**config.mk**
```make
export PLATFORM = sky130hd
export DESIGN_NAME = wb_write_arbiter
export DESIGN_NICKNAME = d
export VERILOG_FILES = /design/src/rtl/wb_write_arbiter.sv
export SDC_FILE = /design/constraint.sdc
export NUM_CORES = 1
export LEC_CHECK = 0
export BUFFER_PORTS_ARGS = -buffer_cell sky130_fd_sc_hd__buf_2
export CELL_PAD_IN_SITES_DETAIL_PLACEMENT = 2
export CELL_PAD_IN_SITES_GLOBAL_PLACEMENT = 2
export CORE_ASPECT_RATIO = 1.2
export CORE_MARGIN = 3
export CORE_UTILIZATION = 37
export CTS_CLUSTER_DIAMETER = 120
export DETAILED_ROUTE_END_ITERATION = 8
export PLACE_DENSITY_LB_ADDON = 0.2
export SLEW_MARGIN = 20
export SYNTH_ARGS = -nofsm -noshare
export SYNTH_HDL_FRONTEND = slang
export SYNTH_SLANG_ARGS = --single-unit
```
**constraint.sdc**
```tcl
create_clock -name clk -period 6 [get_ports clk]
set_input_delay 0.6 -clock clk [delete_from_list [all_inputs] [get_ports clk]]
set_output_delay 0.6 -clock clk [all_outputs]
set_load 0.03 [all_outputs]
```
**src/rtl/wb_write_arbiter.sv**
```systemverilog
// Register-file write-port arbiter: single-cycle ALU results take priority over queued
// load returns, and a 31-entry pending-load scoreboard tracks loads still in flight.

module wb_pend_bit (
  input  logic clk,
  input  logic reset,
  input  logic set,
  input  logic clr,
  output logic pend
);
  // A new issue to this register outranks the drain of its previous load.
  always_ff @(posedge clk or negedge reset) begin
    if (!reset)   pend <= 1'b0;
    else if (set) pend <= 1'b1;
    else if (clr) pend <= 1'b0;
  end
endmodule

module wb_write_arbiter #(
  parameter int N     = 32,
  parameter int DEPTH = 2
) (
  input  logic         clk,
  input  logic         reset,
  input  logic         alu_valid,
  input  logic [4:0]   alu_rd,
  input  logic [N-1:0] alu_data,
  input  logic         mem_valid,
  input  logic [4:0]   mem_rd,
  input  logic [N-1:0] mem_data,
  output logic         mem_ready,
  input  logic         issue_valid,
  input  logic [4:0]   issue_rd,
  output logic         write_enable,
  output logic [4:0]   reg_write1,
  output logic [N-1:0] write_data,
  output logic [31:0]  pending_mask
);
  localparam int CW = $clog2(DEPTH + 1);
  localparam int PW = (DEPTH > 1) ? $clog2(DEPTH) : 1;

  typedef struct packed {
    logic [4:0]   rd;
    logic [N-1:0] data;
  } wb_ent_t;

  wb_ent_t       fifo_q [DEPTH];
  wb_ent_t       head;
  logic [PW-1:0] wr_ptr, rd_ptr;
  logic [CW-1:0] count;
  logic          alu_win, enq, deq;
  logic [31:1]   pend_bits;

  function automatic logic [PW-1:0] ptr_inc(input logic [PW-1:0] p);
    return (p == PW'(DEPTH - 1)) ? '0 : p + 1'b1;
  endfunction

  assign mem_ready = (count < CW'(DEPTH));
  assign alu_win   = alu_valid && (alu_rd != 5'd0);
  // x0 returns complete the handshake but never occupy a slot.
  assign enq       = mem_valid && mem_ready && (mem_rd != 5'd0);
  assign deq       = !alu_win && (count != '0);
  assign head      = fifo_q[rd_ptr];

  // Payload storage needs no reset; count and pointers define validity.
  always_ff @(posedge clk) begin
    if (enq) fifo_q[wr_ptr] <= '{rd: mem_rd, data: mem_data};
  end

  always_ff @(posedge clk or negedge reset) begin
    if (!reset) begin
      wr_ptr <= '0;
      rd_ptr <= '0;
      count  <= '0;
    end else begin
      if (enq) wr_ptr <= ptr_inc(wr_ptr);
      if (deq) rd_ptr <= ptr_inc(rd_ptr);
      case ({enq, deq})
        2'b10:   count <= count + CW'(1);
        2'b01:   count <= count - CW'(1);
        default: count <= count;
      endcase
    end
  end

  always_ff @(posedge clk or negedge reset) begin
    if (!reset) begin
      write_enable <= 1'b0;
      reg_write1   <= '0;
      write_data   <= '0;
    end else if (alu_win) begin
      write_enable <= 1'b1;
      reg_write1   <= alu_rd;
      write_data   <= alu_data;
    end else if (deq) begin
      write_enable <= 1'b1;
      reg_write1   <= head.rd;
      write_data   <= head.data;
    end else begin
      write_enable <= 1'b0;
    end
  end

  for (genvar r = 1; r < 32; r++) begin : g_pend
    wb_pend_bit u_pend (
      .clk   (clk),
      .reset (reset),
      .set   (issue_valid && (issue_rd == 5'(r))),
      .clr   (deq && (head.rd == 5'(r))),
      .pend  (pend_bits[r])
    );
  end

  assign pending_mask = {pend_bits, 1'b0};
endmodule

```
==> results.md <==
- Status: completed
- Initial DRC Count: 226
- Clk Latency, worst-skew pair: 0.42 ns
- Post-synth cell types: 36
- Number of enable flip-flop cells after synthesis: 74
- Post-synth top flop: edfxtp_1
- H-tree depth: 4
- Post-route ant nets: 0
- Mapped Area: between 0.006 and 0.007 mm²
- Leakage: 3.214 nW
- Routed wire per std cell: between 20 and 25 µm
- Row count: 51
- RSZ-0062 raised after global routing: false
- Worst-path clk slew: 0.06 ns
- Clock Path Buffers: 2
- Placed insts: approximately 840
- Final hold vios: 0
- Setup ws final: 3.262 ns
- Synth Instances: 532
- Area grow syn2layout: 20.60%
- I/O Pins: 155
- Nature of the critical path startpoint: flop
- Final Skew: between 0.008 and 0.009 ns
- R2r setup slk: 3.26 ns
- Chip Height: ~150 µm
- Critical path's largest stage delay: 0.74 ns
- Post-Route WL: 18660 µm
- Final Util: ~46%
- Crit Path Category: reg2reg
- CTS root buf: clkbuf_16
- Async SR Flop Fraction: 49.66%
- CP Data Arrival Time: 3.02 ns
- Layout cells sized above 1: 29.65%
- Worst-path maximum fanout: 29
- Vias in the first global route: 5214
- RePlAce Congestion: 0.8089
- Net Count, Synth: ~620
- Final Instance Count excl. Fillers: 874
- Count leader, synth: edfxtp_1
- First drt pass iteration count: 4
- Initial antenna violation count: 5
- PwrDens: 538.0 mW/mm²
- Max-slew violations: 0
- Critical path required time: roughly 6.3 ns
- # Max-Cap Violations: 0
- Tcrit/Tclk final: a little under half
- Crit end category: flop
- Fmax: about 370 MHz
- Starting Density: 38.21%
- Power Total: between 0.004 and 0.005 W
- Vias/cell: 5.335
- Top cells by area, synth: edfxtp_1 35%, dfrtp_1 29%, mux2i_1 5.4%
- Die Area: around 0.019 mm²
- Synth cell count leaders: 74 x edfxtp_1, 73 x dfrtp_1, 73 x nand2_1
- Synth top area share: 35.32%
- Syn Area/Cell: 11.83 µm²
- Final setup TNS: 0 ns
- Final #Nets: 733
- Yosys reg bits: 147
- Crit-path cells: buf_4 -> mux2_4 -> or2_2 -> o41ai_1 -> o21ai_0
- Hold Path Class: in2async
- CP max-delay cell: dfrtp_2
- Largest net degree at the start of global routing: 74
- Max transition margin: 23.59%
- First-pass GRT wire length: 29540 µm
- Sequential area share after synthesis: 64.36%
- Hold buffer count at CTS: 0
- Num Clock Sinks: 147
- HPWL Detailed: 12690 µm
- Vias: about 4700
- Core area: 0.01646 mm²
- Setup Fix Bufs, Post-CTS: 0
- Worst VDD drop: 0.0001923 V
- Final Setup Violations: 0
- Area leader, netlist: edfxtp_1
- Port bufs: 153
- GRT Residual Overflow: 0
- CTS Buf Count: 17
- Worst Tran Pin Value: ~1.1 ns
- TritonCTS clock tree: yes
- Post_cts resized: 0
- Die W: 125.0 µm
- Post-route DRC: 0
- Placement Setup Slack: ~3.2 ns
- Synth Warn #: 0
- Gr usage total: 20.48%
- Minimum clock period: 2.738 ns
area by class of cell:
cell class | instances | area (µm²)
fillers | 1702 | 8876
repair buffers | 159 | 849.6
flip-flops and latches | 147 | 4050
inverters | 4 | 15.01
multi-input cells | 319 | 1859
well taps | 212 | 265.3
clock buffers | 18 | 429.2
clock inverters | 14 | 116.4
diodes | 1 | 2.502
flip-flops by register name (all words and copies together), names as in the netlist:
register and flops:
wr_ptr 1, write_data 32, write_enable 1, g_pend.u_pend.pend 31, fifo_q 74, count 2, reg_write1 5, rd_ptr 1
layout by cell type, fill, tap and decap left out, types with 2 or more instances in the layout:
cell        Yosys  final
o31ai_1         7      7
nand2_1        73     73
edfxtp_1       74     74
o41ai_1        31     31
a32oi_1         2      2
or4_1           2      2
nor2_4          0      3
and3b_1         2      2
xnor2_1         4      4
clkinvlp_4      0      5
o21ai_0        43     43
nor2b_1         2      2
o21ai_1         3      3
dfrtp_1        73     72
nor2_1         49     46
o22a_1          2      2
a21oi_1        40     40
or2_2           2      2
clkinv_4        0      3
buf_4          32      4
clkbuf_16       0     17
mux2i_1        34     34
a31oi_1         2      2
clkinv_1        0      2
nand2b_1        8      8
clkinv_2        0      3
nor3_1          4      4
inv_1           4      4
buf_2           6    152
worst max-delay path, delay by kind of cell, from the launching register on:
| kind | cells | cell delay [ns] |
|---|---|---|
| flops | 1 | 0.74 |
| compound gates | 2 | 0.56 |
| buf+inv | 1 | 0.50 |
| simple gates | 1 | 0.43 |
| mux | 1 | 0.36 |
routing by layer:
| layer | track usage (%) | wire length [µm] | vias to the layer above |
|---|---|---|---|
| met5 | 0 | 59 | - |
| li1 | - | - | 2124 |
| met2 | 35.50 | 9732 | 117 |
| met1 | 24.83 | 7651 | 2383 |
| met4 | 6.236 | 236 | 10 |
| met3 | 5.981 | 977 | 29 |
kinds of logic (layout without fill, tap and decap cells):
logic type | count (synthesis) | in the layout | synth area share (%)
DFF | 147 | 147 | 64.36
and+or+nand+nor | 145 | 145 | 9.586
AOI/OAI and AO/OA | 132 | 132 | 12.99
buffers and inverters | 66 | 195 | 6.463
muxes | 35 | 35 | 5.648
xor gates and xnor gates | 5 | 5 | 0.6961
adders and majority gates | 1 | 1 | 0.1989
other | 1 | 2 | 0.05961
metrics by stage:
step	cell area, µm²	hold slack, ns
after detailed placement	6988	0.4973
after global placement	6988	0.4830
after global routing	7585	0.2827
final	7587	0.2226
after floorplan	6291	0.3044
after CTS	7533	0.3421
final timing paths:
path	startpoint	endpoint	cells after the start
worst max-delay path	rd_ptr	g_pend[1].u_pend.pend	5
max in group asynchronous	reset	rd_ptr	1
worst min register to register	g_pend[31].u_pend.pend	g_pend[31].u_pend.pend	2
worst min-delay path	reset	g_pend[29].u_pend.pend	1
min in group clk	mem_data[23]	fifo_q[0][23]	1
worst max register to register	rd_ptr	g_pend[1].u_pend.pend	5
power breakdown:
| group | switching [W] | leakage, nW | internal (W) | total [W] |
|---|---|---|---|---|
| clock network | 0.000423 | 0.253 | 0.000565 | 0.000988 |
| registers | 0.000200 | 1.55 | 0.00137 | 0.00157 |
| logic | 0.00105 | 1.41 | 0.000472 | 0.00153 |
No activity file was read; power rests on OpenSTA's default activity.
